`src/rtl/period_meter_pkg.sv`:
```
// period_meter_pkg: shared widths, defaults and FSM encoding
// for the period_meter block and its synchronizer.
package period_meter_pkg;

  localparam int CNT_W_DEF = 28;

  localparam logic [27:0] TIMEOUT_DEF =
    28'd250_000_000;

  typedef logic [1:0] state_t;

  localparam state_t IDLE    = 2'd0;
  localparam state_t MEASURE = 2'd1;
  localparam state_t TO      = 2'd2;

endpackage

```
`src/rtl/period_meter_sync_edge_det.sv`:
```
// sync_edge_det: 2-FF synchronizer plus delay flop,
// giving a clean level (s1) and a one-cycle rise pulse.
module sync_edge_det (
  input  logic clk_ht,
  input  logic rst_n,
  input  logic sig_in,
  output logic s1,
  output logic rise
);

  logic s0;
  logic s_d;

  always_ff @(posedge clk_ht or negedge rst_n) begin
    if (!rst_n) begin
      s0  <= 1'b0;
      s1  <= 1'b0;
      s_d <= 1'b0;
    end else begin
      s0  <= sig_in;
      s1  <= s0;
      s_d <= s1;
    end
  end

  assign rise = s1 & ~s_d;

endmodule

```
`src/rtl/period_meter.sv`:
```
// period_meter: counts clk_ht cycles between rising edges of sig_in.
// Define PERIOD_METER_DUTY_EN to also report the high time.
module period_meter
  import period_meter_pkg::*;
#(
  parameter int CNT_W = CNT_W_DEF,
  parameter logic [CNT_W-1:0] TIMEOUT =
    CNT_W'(TIMEOUT_DEF)
) (
  input  logic             clk_ht,
  input  logic             rst_n,
  input  logic             sig_in,
  output logic [CNT_W-1:0] period,
  output logic [CNT_W-1:0] high_time,
  output logic             valid,
  output logic             timeout
);

  localparam logic [CNT_W-1:0] ONE = CNT_W'(1);

  logic             s1;
  logic             rise;
  state_t           state;
  logic [CNT_W-1:0] cnt;
  logic             at_limit;

  sync_edge_det u_sync (
    .clk_ht (clk_ht),
    .rst_n  (rst_n),
    .sig_in (sig_in),
    .s1     (s1),
    .rise   (rise)
  );

  assign at_limit = (cnt == TIMEOUT - ONE);

  // A rise in the limit cycle is a normal measurement, not a timeout.
  always_ff @(posedge clk_ht or negedge rst_n) begin
    if (!rst_n) begin
      state   <= IDLE;
      cnt     <= '0;
      period  <= '0;
      valid   <= 1'b0;
      timeout <= 1'b0;
    end else begin
      valid <= 1'b0;
      unique case (state)
        IDLE: begin
          if (rise) begin
            state <= MEASURE;
            cnt   <= ONE;
          end
        end
        MEASURE: begin
          if (rise) begin
            period <= cnt;
            valid  <= 1'b1;
            cnt    <= ONE;
          end else if (at_limit) begin
            state   <= TO;
            timeout <= 1'b1;
            period  <= '0;
            cnt     <= '0;
          end else begin
            cnt <= cnt + ONE;
          end
        end
        TO: begin
          if (rise) begin
            state   <= MEASURE;
            timeout <= 1'b0;
            cnt     <= ONE;
          end
        end
        default: begin
          state <= IDLE;
          cnt   <= '0;
        end
      endcase
    end
  end

`ifdef PERIOD_METER_DUTY_EN
  logic [CNT_W-1:0] hi_cnt;

  // hi_cnt restarts at 1: s1 is already high in the rise cycle.
  always_ff @(posedge clk_ht or negedge rst_n) begin
    if (!rst_n) begin
      hi_cnt    <= '0;
      high_time <= '0;
    end else begin
      unique case (state)
        IDLE: begin
          if (rise) hi_cnt <= ONE;
        end
        MEASURE: begin
          if (rise) begin
            high_time <= hi_cnt;
            hi_cnt    <= ONE;
          end else if (at_limit) begin
            high_time <= '0;
            hi_cnt    <= '0;
          end else if (s1) begin
            hi_cnt <= hi_cnt + ONE;
          end
        end
        TO: begin
          if (rise) hi_cnt <= ONE;
        end
        default: begin
          hi_cnt <= '0;
        end
      endcase
    end
  end
`else
  logic unused_s1;

  assign unused_s1 = s1;
  assign high_time = '0;
`endif

endmodule

```
`config.mk`:
```
export PLATFORM = sky130hd
export DESIGN_NAME = period_meter
export DESIGN_NICKNAME = d
export VERILOG_FILES = /design/src/rtl/period_meter_pkg.sv /design/src/rtl/period_meter_sync_edge_det.sv /design/src/rtl/period_meter.sv
export SDC_FILE = /design/constraint.sdc
export NUM_CORES = 1
export LEC_CHECK = 0
export ABC_AREA = 1
export BUFFER_PORTS_ARGS = -buffer_cell sky130_fd_sc_hd__buf_2
export CAP_MARGIN = 5
export CORE_MARGIN = 4
export CORE_UTILIZATION = 35
export CTS_BUF_LIST = sky130_fd_sc_hd__clkbuf_16
export CTS_CLUSTER_SIZE = 10
export DETAILED_ROUTE_END_ITERATION = 12
export GPL_TIMING_DRIVEN = 1
export PLACE_DENSITY = 0.52
export SLEW_MARGIN = 20
export SYNTH_ARGS = -nofsm -noshare
export SYNTH_HDL_FRONTEND = slang
export SYNTH_SLANG_ARGS = --single-unit
```
`constraint.sdc`:
```
create_clock -name clk_ht -period 5.1 [get_ports clk_ht]
set_input_delay 0.51 -clock clk_ht [delete_from_list [all_inputs] [get_ports clk_ht]]
set_output_delay 0.51 -clock clk_ht [all_outputs]
set_load 0.02 [all_outputs]
```
# Word-level counts from Yosys, hierarchy flattened
# Index checks and enable logic that the tools add are counted.
classes:
  n_addsub: 1
  n_eq_ne: 7
  n_mux: 16
  n_bitwise: 2
  reduce_logical: 7
op_table:
  columns: ["cell", "n"]
  rows:
  - ["$mux W28", 5]
  - ["$pmux W28 S2", 1]
  - ["$add A28 B1 Y28 const B", 1]
  - ["$eq A28 B28 Y1 const B", 1]
  - ["$mux W2", 3]
  - ["$ne A2 B2 Y1 const B", 3]
  - ["$mux W1", 5]
  - ["$pmux W2 S2", 1]
  - ["$reduce_and A4 Y1", 1]
  - ["$reduce_bool A2 Y1", 2]
  - ["$reduce_and A3 Y1", 1]
  - ["$eq A2 B1 Y1 const B", 1]
  - ["$eq A2 B2 Y1 const B", 1]
  - ["$logic_not A2 Y1", 1]
  - ["$ne A2 B1 Y1 const B", 1]
  - ["$pmux W1 S2", 1]
  - ["$reduce_and A2 Y1", 1]
  - ["$reduce_or A2 Y1", 1]
  - ["$and A1 B1 Y1", 1]
  - ["$not A1 Y1", 1]
word_totals:
  regBits: 63
  in_bits: 3

# Depth between registers and ports, before layout
# Gate-level depths: netlist of the first run.
logic_depth:
  ltp_word: 4
  ltp_mapped: 11
  mapped_depth_nobuf: 10

# Hierarchy
# Synthesis of the first run repeated with hierarchy kept, for this count alone.
hier_totals:
  hier_cells: 508
  area_unflattened_um2: 3632.2
by_module_without_submodules:
  columns: ["module", "instances", "cells_per_inst", "area_per_inst_um2", "seq_area_each_um2"]
  rows:
  - ["period_meter", 1, 503, 3547.2, 1501.4]
  - ["sync_edge_det", 1, 5, 85.1, 75.1]

# Worst setup path after synthesis of the first run
# OpenSTA, ideal clock, no wires.
synth_timing:
  kind: "flip-flop to flip-flop"
  from: "reg cnt[0]"
  to: "reg period[5]"
  setup_time_ps: 128
  arrival_time_ps: 1504
  required_time_ps: 4972
  setup_slack_ps: 3469
  stages_incl_launch_ff: 12
  n_path_buf: 1
  period_less_slack_ps: 1631
  path_cell_list: "dfrtp_1 > ha_1 > inv_2 > nor2_4 > nand2_2 > nor2_4 > nand2_4 > nand2_4 > nand2_4 > buf_12 > nand2_4 > o21ai_2"
synth_between:
  elab_chain_len: 3
synth_lines:
  columns: ["item", "line_no", "text"]
  rows:
  - ["start: declaration", "period_meter.sv:24", "logic [CNT_W-1:0] cnt;"]
  - ["start signal: assignment", "period_meter.sv:65", "cnt <= cnt + ONE;"]
  - ["$eq A28 B28 Y1", "period_meter.sv:35", "assign at_limit = (cnt == TIMEOUT - ONE);"]
  - ["$reduce_bool A2 Y1 (no source line)", null, null]
  - ["$reduce_and A2 Y1 (no source line)", null, null]
  - ["end signal: assignment", "period_meter.sv:56", "period <= cnt;"]
  - ["end: declaration", "period_meter.sv:13", "output logic [CNT_W-1:0] period,"]
# No other way between the ends.
# A chain may end at the register's enable or synchronous reset.

# Final worst setup path of the first run
layout_timing:
  from: "reg state[1]"
  to: "reg period[16]"
layout_between:
  elab_chain_len: 2
layout_lines:
  columns: ["item", "line_no", "text"]
  rows:
  - ["start: declaration", "period_meter.sv:23", "state_t state;"]
  - ["start signal: assignment", "period_meter.sv:40", "state <= IDLE;"]
  - ["start signal: assignment", "period_meter.sv:50", "state <= MEASURE;"]
  - ["start signal: assignment", "period_meter.sv:60", "state <= TO;"]
  - ["$eq A2 B1 Y1", "period_meter.sv:47", "unique case (state)"]
  - ["$reduce_and A2 Y1 (no source line)", null, null]
# No other way between the ends.

==> flow_summary.toml, run 1 <==
[outcome]
status = "finished clean"

[setup_path]
critPathRequiredTime_ns = 5.31
cpMaxStageDelayCell = "clkinv_1"
crit_path_frequent_cell = "nor2_1"
worst_setup_path_end_kind = "flop"
crit_fanout = 28
startpoint_type = "flop"
critPathKind = "reg2reg"
slowest_delay_ns = 0.76
critical_path_arrival_ns = 2.98
crit_path_cell_trace = "nor2_1 > inv_1 > nor2_1 > clkinv_1 > o21ai_0"

[sta]
drv_slew = 0
worst_slew_margin_rel = 0.3791
rsz0062_at_grt = "false"
fin_skew_ns = 0.006416
fmax_mhz = 361.9
setup_viol = 0
worst_pin_slew_ns = 0.9256
fin_crit_ns = 2.763
final_hold_viol_count = 0
setup_ws_ns = 2.337
fin_crit_sh = 0.5418
setup_tns_ns = 0

[global_routing]
antenna_found_initial = 0
grt_usage = 0.1610
grt_pass1_wl_um = 14810
grt_pass1_vias = 2908
grt_max_degree = 64
globalRouteOverflowTotal = 0

[route]
routedWlPerCell_um = 13.83
drc = 0
initialDrtViolationCount = 167
drt_first_pass_iters = 4
num_vias = 2990
viasPerCell = 4.565
wl_um = 9058
drtAntennaViolNets = 0

[die]
num_rows = 37
placeableCoreArea_sq_mm = 0.01023
die_x_um = 110.1
die_y_um = 110.1
dieArea_sq_mm = 0.01212
initial_utilization = 0.3566
io_pins = 61

[logic_synthesis]
synthCells = 480
synth_area_leaders = "dfrtp_1 (43%), nand2_1 (16%), buf_4 (5.8%), nor2_1 (5.7%), inv_1 (4.2%)"
ys_seq_area_frac = 0.4321
synth_top_area_cell = "dfrtp_1"
ys_ff_latch = 63
yosysWarnings = 0
yosysTopAreaCellShare = 0.4321
synth_cell_types = 29
avgSynthCellArea_sq_um = 7.601
netlist_area_sq_mm = 0.003648

[cells_and_area]
multi_input_area_sq_mm = 0.001728
fin_area_sq_mm = 0.004089
fillCellCount = 1097
syn2layout_area_growth_pct = 12.07
seqCellArea_sq_mm = 0.001577
n_antenna_cell = 0
final_layout_size_suffix_gt1_frac = 0.1734
nNetsFinal = 518

[clock_network]
numCtsBuffers = 9
cts_htree_levels = 3
cts_root_buffer = "clkbuf_16"
cts_setup_buffers = 0
hold_buffers = 0
cts_tree = "built"
clk_pin_slew_ns = 0.06
clk_latency_ns = 0.33
clock_path_buffers = 2
cts_resized = 0
cts_sinks = 63

[place]
place_ws_ns = 2.768
place_area_sq_mm = 0.003815
numPortBuffers = 32
dp_hpwl_um = 6725
gp_congestion = 0.9151

[job]
drv_cap = 0

[pwr]
vdd_drop_max_mv = 0.1698
p_per_area_mw_per_mm2 = 312.4
p_leak_nw = 1.929

[min_path]
worstHoldPathType = "in2reg"
## logic make-up (layout without fill, tap and decap cells)
logic type | Yosys count | count (layout) | share of synthesized area
simple gates | 273 | 273 | 0.3412
buf+inv | 83 | 95 | 0.1221
flops | 63 | 63 | 0.4321
compound gates | 53 | 53 | 0.08573
xor+xnor | 6 | 6 | 0.01440
fa+ha+maj | 1 | 1 | 0.003429
other cells | 1 | 28 | 0.001028
## cells in the mapped netlist
library cell	count
a21oi_2	1
buf_1	1
buf_12	1
buf_2	4
buf_4	28
buf_6	1
clkbuf_1	2
conb_1	1
dfrtp_1	63
ha_1	1
inv_1	41
inv_2	5
nand2_1	151
nand2_2	4
nand2_4	13
nand3_1	24
nand3b_1	1
nand4_1	14
nor2_1	55
nor2_2	5
nor2_4	2
nor3_1	3
nor3_4	1
o21ai_0	21
o21ai_1	18
o21ai_2	10
o21bai_1	2
o22ai_1	1
xor2_1	6
## flip-flops by register name, indices dropped and copies added, names as in the netlist
name,count
cnt,28
period,28
state,2
timeout,1
u_sync.s0,1
u_sync.s1,1
u_sync.s_d,1
valid,1
## worst max-delay path: cells and delay by family, from the launching register on
kind / cells / cell delay, ns
flip-flops: 1 / 0.38
AND/OR/NAND/NOR: 2 / 0.88
buffers and inverters: 2 / 0.89
AO/OA/AOI/OAI: 1 / 0.47
## path summary, 6_finish.rpt
check / start / endpoint / slack [ns] / cells past startpoint
max: state[1] / period[16] / 2.34 / 5
min: sig_in / u_sync.s0 / 0.28 / 1
max reg2reg: state[1] / period[16] / 2.34 / 5
min reg2reg: u_sync.s0 / u_sync.s1 / 0.35 / 0
max in group asynchronous: rst_n / period[12] / 4.20 / 2
min in group asynchronous: rst_n / period[5] / 0.35 / 2
## where the power goes
group	leakage [nW]	switching (mW)	internal [mW]	total, mW
Combinational	0.949	0.112	0.0446	0.157
Sequential	0.856	0.0331	0.528	0.561
Clock	0.124	0.232	0.328	0.560
Total	1.93	0.377	0.900	1.28
## metal layers
layer	vias up	global-route usage	wire length, um
li1	1533	-	-
met1	1391	0.2242	4392
met2	57	0.2474	4112
met3	9	0.04193	411
met4	0	0.04573	142
met5	-	0	0
## final cells by class
cell class | count | share of cell area
sequential | 63 | 0.3856
clock inverter | 7 | 0.01193
tap | 136 | 0.04162
multi-input combinational | 361 | 0.4226
timing repair buffer | 33 | 0.04100
inverter | 46 | 0.04223
clock buffer | 9 | 0.05508
## through the flow
stage / std cells / utilization / hold slack, ns / total power, mW
after floorplan: 507 / - / 0.2144 / 0.7007
after global placement: 639 / 0.3729 / 0.3356 / 0.7277
after detailed placement: 639 / 0.3729 / 0.3362 / 0.7282
after CTS: 655 / 0.3997 / 0.2699 / 1.295
after global routing: 655 / 0.3997 / 0.2757 / 1.339
final: 655 / 0.3997 / 0.2802 / 1.277
## cells in the final DEF, fill, tap and decap left out, types with 3 or more instances in the layout
cell / count
nand2_1: 151
dfrtp_1: 63
nor2_1: 55
inv_1: 40
buf_2: 32
conb_1: 28
nand3_1: 24
o21ai_0: 21
o21ai_1: 18
nand4_1: 14
nand2_4: 13
o21ai_2: 10
clkbuf_16: 9
xor2_1: 6
nor2_2: 5
inv_2: 5
nand2_2: 4
clkinvlp_4: 4
nor3_1: 3
Power figures use the tool's default switching activity.
==> inputs of run 2 (changes only) <==
==> constraint.sdc (replaced) <==
create_clock -name clk_ht -period 2.87 [get_ports clk_ht]
set_input_delay 0.287 -clock clk_ht [delete_from_list [all_inputs] [get_ports clk_ht]]
set_output_delay 0.287 -clock clk_ht [all_outputs]
set_load 0.02 [all_outputs]
==> flow_summary.toml, run 2 (synthesis gave the netlist of run 1 again) <==
[min_path]
worstHoldPathType = "in2async"

[clock_network]
cts_root_buffer = "clkbuf_16"
clk_pin_slew_ns = 0.06
cts_setup_buffers = 0
cts_resized = 0
numCtsBuffers = 9
cts_tree = "built"
hold_buffers = 0
clk_latency_ns = 0.33
clock_path_buffers = 2
cts_sinks = 63
cts_htree_levels = 3

[job]
drv_cap = 0

[pwr]
intPower_mw = 1.692
vdd_drop_max_mv = 0.3330
p_sw_frac = 0.2859
pwr-share-seq = 0.421
clockPowerShare = 0.459
p_per_area_mw_per_mm2 = 571.5
combPwrFrac = 0.120
p_leak_nw = 1.964
switchingPower_mw = 0.6775

[route]
drtAntennaViolNets = 0
drc = 0
drt_first_pass_iters = 4
num_vias = 3022
viasPerCell = 4.593
initialDrtViolationCount = 177
wl_um = 9542
routedWlPerCell_um = 14.50

[setup_path]
critPathRequiredTime_ns = 3.07
r2r_slack_ns = 0.87
ff2ff_path_depth = 10
worst_setup_path_end_kind = "flop"
crit_fanout = 28
slowest_delay_ns = 0.44
crit_path_frequent_cell = "nand2_4"
crit_start = "cnt[0]"
crit_end = "period[18]"
critPathKind = "reg2reg"
startpoint_type = "flop"
r2r_end = "period[18]"
critical_path_arrival_ns = 2.19
cpMaxStageDelayCell = "dfrtp_1"
crit_path_cell_trace = "ha_1 > inv_2 > nor2_4 > nand2_2 > nor2_4 > nand2_4 > nand2_4 > nand2_4 > nand2_1 > o21ai_0"
reg2reg_from = "cnt[0]"

[sta]
fin_crit_ns = 1.998
setup_viol = 0
worst_pin_slew_ns = 0.7500
fin_crit_sh = 0.6962
setup_ws_ns = 0.8718
worst_slew_margin_rel = 0.5000
final_hold_viol_count = 0
fin_skew_ns = 0.006953
rsz0062_at_grt = "false"
setup_tns_ns = 0
fmax_mhz = 500.5
drv_slew = 0

[cells_and_area]
n_antenna_cell = 0
final_common_cell = "nand2_1"
multi_input_area_sq_mm = 0.001728
instances_no_fill = 658
syn2layout_area_growth_pct = 13.65
fillCellCount = 1084
reg.largest.list = "cnt (28), period (28), state (2)"
final_cell_mix = "nand2_1 (151), dfrtp_1 (63), nor2_1 (55)"
nNetsFinal = 521
final_layout_size_suffix_gt1_frac = 0.1762
seqCellArea_sq_mm = 0.001577

[die]
die_x_um = 110.1
io_pins = 61
num_rows = 37
die_y_um = 110.1
dieArea_sq_mm = 0.01212
initial_utilization = 0.3566
placeableCoreArea_sq_mm = 0.01023

[place]
place_ws_ns = 0.8938
numPortBuffers = 32
place_inst = 642
gp_congestion = 0.9272
dp_hpwl_um = 7185

[outcome]
status = "finished clean"

[global_routing]
grt_use_met1 = 0.2496
grt_usage = 0.1716
grtUsageMet2 = 0.2539
grt_max_degree = 33
met3_usage = 0.02796
grt_pass1_vias = 2910
globalRouteOverflowTotal = 0
antenna_found_initial = 0
grt-busiest-layer = "met2"
grt_pass1_wl_um = 15640
==> run 2: changes by cell type in the layout (fill, tap and decap cells not counted), sizes merged <==
cell | before | now
clkinv | 3 | 2
clkinvlp | 4 | 2
inv | 46 | 48
bufinv | 0 | 1
buf | 33 | 36
==> run 2: routing by layer <==
layer  wire [um]  up-vias
met3         381       16
met2        4229       69
met4         242        0
li1            -     1538
met1        4689     1399
met5           0        -
==> run 2: worst min path at each step <==
stage,slack [ns],end,from,cells after the start
final,0.02,period[5],rst_n,1
after global routing,0.05,u_sync.s0,sig_in,1
after CTS,0.05,period[5],rst_n,1
after detailed placement,0.34,u_sync.s1,u_sync.s0,0
after global placement,0.34,u_sync.s1,u_sync.s0,0
after floorplan,-0.009,cnt[0],rst_n,0
==> run 2: per-stage QoR <==
step | util | instance area [sq um] | hold WS [ns] | total power, mW
after floorplan | - | 3750 | -0.008591 | 1.245
after global placement | 0.3763 | 3850 | 0.3432 | 1.301
after detailed placement | 0.3763 | 3850 | 0.3380 | 1.300
after CTS | 0.4053 | 4146 | 0.05149 | 2.396
after global routing | 0.4053 | 4146 | 0.04837 | 2.486
final | 0.4053 | 4146 | 0.02367 | 2.370
==> run 2: layout make-up <==
class	instances	share of cell area
clock buffers	9	0.05431
inverters	46	0.04164
flip-flops and latches	63	0.3802
multi-input cells	361	0.4167
repair buffers	36	0.04888
well taps	136	0.04104
clock inverters	7	0.01720
==> run 2: power by group through the flow <==
| stage | sequential, mW | combinational (mW) | clock, mW |
|---|---|---|---|
| 2_1_floorplan | 1.03 | 0.214 | 0 |
| 3_3_place_gp | 1.01 | 0.291 | 0 |
| 3_5_place_dp | 1.01 | 0.288 | 0 |
| 4_1_cts | 0.997 | 0.289 | 1.11 |
| 5_1_grt | 1.00 | 0.319 | 1.16 |
| 6_report | 0.997 | 0.286 | 1.09 |
==> run 2: critical path: cells and delay by family (launching register included) <==
| kind | cells | cell delay [ns] |
|---|---|---|
| AOI/OAI and AO/OA | 1 | 0.09 |
| DFF | 1 | 0.44 |
| adders and majority gates | 1 | 0.29 |
| buffers and inverters | 1 | 0.09 |
| and+or+nand+nor | 7 | 0.94 |
==> inputs of run 3 (changes only) <==
==> constraint.sdc (replaced) <==
create_clock -name clk_ht -period 2 [get_ports clk_ht]
set_input_delay 0.2 -clock clk_ht [delete_from_list [all_inputs] [get_ports clk_ht]]
set_output_delay 0.2 -clock clk_ht [all_outputs]
set_load 0.02 [all_outputs]
==> flow_summary.toml, run 3 (synthesis gave the netlist of run 1 again) <==
[sta]
setup_tns_ns = 0
drv_slew = 0
setup_viol = 0
fmax_mhz = 542.9
fin_skew_ns = 0.006191
fin_crit_sh = 0.9210
rsz0062_at_grt = "false"
holdWs_ns = 0.3566
final_hold_viol_count = 0
fin_crit_ns = 1.842

[route]
drc = 0
top_layer = "met4"
drt_first_pass_iters = 5
num_vias = 3107
initialDrtViolationCount = 188
viasPerCell = 4.610
wl_met2_um = 4391
wl_um = 9757
wl_met3_um = 584
wl_met1_um = 4625
routedWlPerCell_um = 14.48
drtAntennaViolNets = 0

[global_routing]
grt_pass1_wl_um = 15820
grt_usage = 0.1730
grt_pass1_vias = 2993
grt_max_degree = 64
antenna_found_initial = 0
globalRouteOverflowTotal = 0

[setup_path]
reg2reg_from = "cnt[1]"
slowest_delay_ns = 0.44
cpMaxStageDelayCell = "dfrtp_1"
critPathKind = "reg2reg"
worst_setup_path_end_kind = "flop"
critical_path_arrival_ns = 2.06
crit_fanout = 18
critPathRequiredTime_ns = 2.21
crit_path_frequent_cell = "nand2_4"
crit_path_cell_trace = "ha_4 > inv_2 > nor2_4 > nand2_2 > nor2_4 > nand2_4 > nand2_4 > nand2_4 > buf_12 > nand2_1 > o21ai_1"
startpoint_type = "flop"
crit_start = "cnt[1]"

[pwr]
p_per_area_mw_per_mm2 = 827.5
pwr-share-seq = 0.401
combPwrFrac = 0.126
switchingPower_mw = 0.9981
p_leak_nw = 2.066
p_sw_frac = 0.2790
vdd_drop_max_mv = 0.4374
clockPowerShare = 0.473
intPower_mw = 2.579

[cells_and_area]
seqCellArea_sq_mm = 0.001577
final_layout_size_suffix_gt1_frac = 0.1989
syn2layout_area_growth_pct = 18.48
final_cell_mix = "nand2_1 (151), dfrtp_1 (63), nor2_1 (55)"
n_antenna_cell = 0
multi_input_area_sq_mm = 0.001740
reg.largest.list = "cnt (28), period (28), state (2)"
nNetsFinal = 537
fillCellCount = 1082
final_common_cell = "nand2_1"

[clock_network]
clk_latency_ns = 0.33
cts_sinks = 63
cts_htree_levels = 3
cts_tree = "built"
clock_path_buffers = 2
clk_pin_slew_ns = 0.06
cts_root_buffer = "clkbuf_16"
numCtsBuffers = 9
cts_setup_buffers = 0

[outcome]
status = "finished clean"

[die]
initial_utilization = 0.3566
dieArea_sq_mm = 0.01212
io_pins = 61
die_y_um = 110.1
num_rows = 37
die_x_um = 110.1
placeableCoreArea_sq_mm = 0.01023

[job]
drv_cap = 0

[min_path]
worstHoldPathType = "reg2reg"
min_from = "u_sync.s0"

[place]
dp_hpwl_um = 7416
numPortBuffers = 32
gp_congestion = 0.9588
-- run 3: repair_timing --
| action | in CTS | in global routing |
|---|---|---|
| endpoints found under the setup margin | 0 | 11 |
| hold buffers | 2 | 0 |
| hold endpoints to repair | 64 | 0 |
| resized for setup | 0 | 2 |
-- run 3: worst max-delay path, delay by kind of cell (launching register included) --
| family | cells | cell delay, ns |
|---|---|---|
| AOI/OAI and AO/OA | 1 | 0.05 |
| adders and majority gates | 1 | 0.20 |
| buffers and inverters | 2 | 0.30 |
| DFF | 1 | 0.44 |
| and+or+nand+nor | 7 | 0.72 |
-- run 3: stage by stage --
step | total power [mW] | util | worst slack (ns) | area (sq um) | instances
floorplan | 1.787 | - | 0.3688 | 3750 | 507
CTS | 3.600 | 0.4213 | 0.03692 | 4310 | 674
finish | 3.577 | 0.4225 | 0.1579 | 4323 | 674
global placement | 1.889 | 0.3878 | 0.1392 | 3968 | 656
global route | 3.727 | 0.4225 | 0.03136 | 4323 | 674
detailed placement | 1.889 | 0.3878 | 0.06141 | 3968 | 656
-- run 3: metal layers --
metal,GRT usage,vias up
met3,0.03145,15
li1,-,1575
met1,0.2455,1408
met4,0.06245,0
met2,0.2639,109
met5,0,-
-- run 3: path summary, 6_finish.rpt --
path	to	slack, ns	cells after the start
max reg2reg	period[23]	0.16	11
min	u_sync.s1	0.36	0
max	period[23]	0.16	11
min reg2reg	u_sync.s1	0.36	0
max in group asynchronous	cnt[18]	1.31	3
min in group asynchronous	period[10]	0.41	3
-- run 3: power by group through the flow --
stage / logic (mW) / registers [mW] / clock network [mW]
after floorplan: 0.308 / 1.48 / 0
after global placement: 0.441 / 1.45 / 0
after detailed placement: 0.440 / 1.45 / 0
after CTS: 0.446 / 1.43 / 1.73
after global routing: 0.505 / 1.44 / 1.78
final: 0.452 / 1.43 / 1.69
-- run 3: layout make-up --
cell class                 count  share of cell area
multi-input combinational    361              0.4026
sequential                    63              0.3647
timing repair buffer          52             0.07873
clock buffer                   9             0.05210
inverter                      46             0.03994
tap                          136             0.03936
clock inverter                 7             0.02258
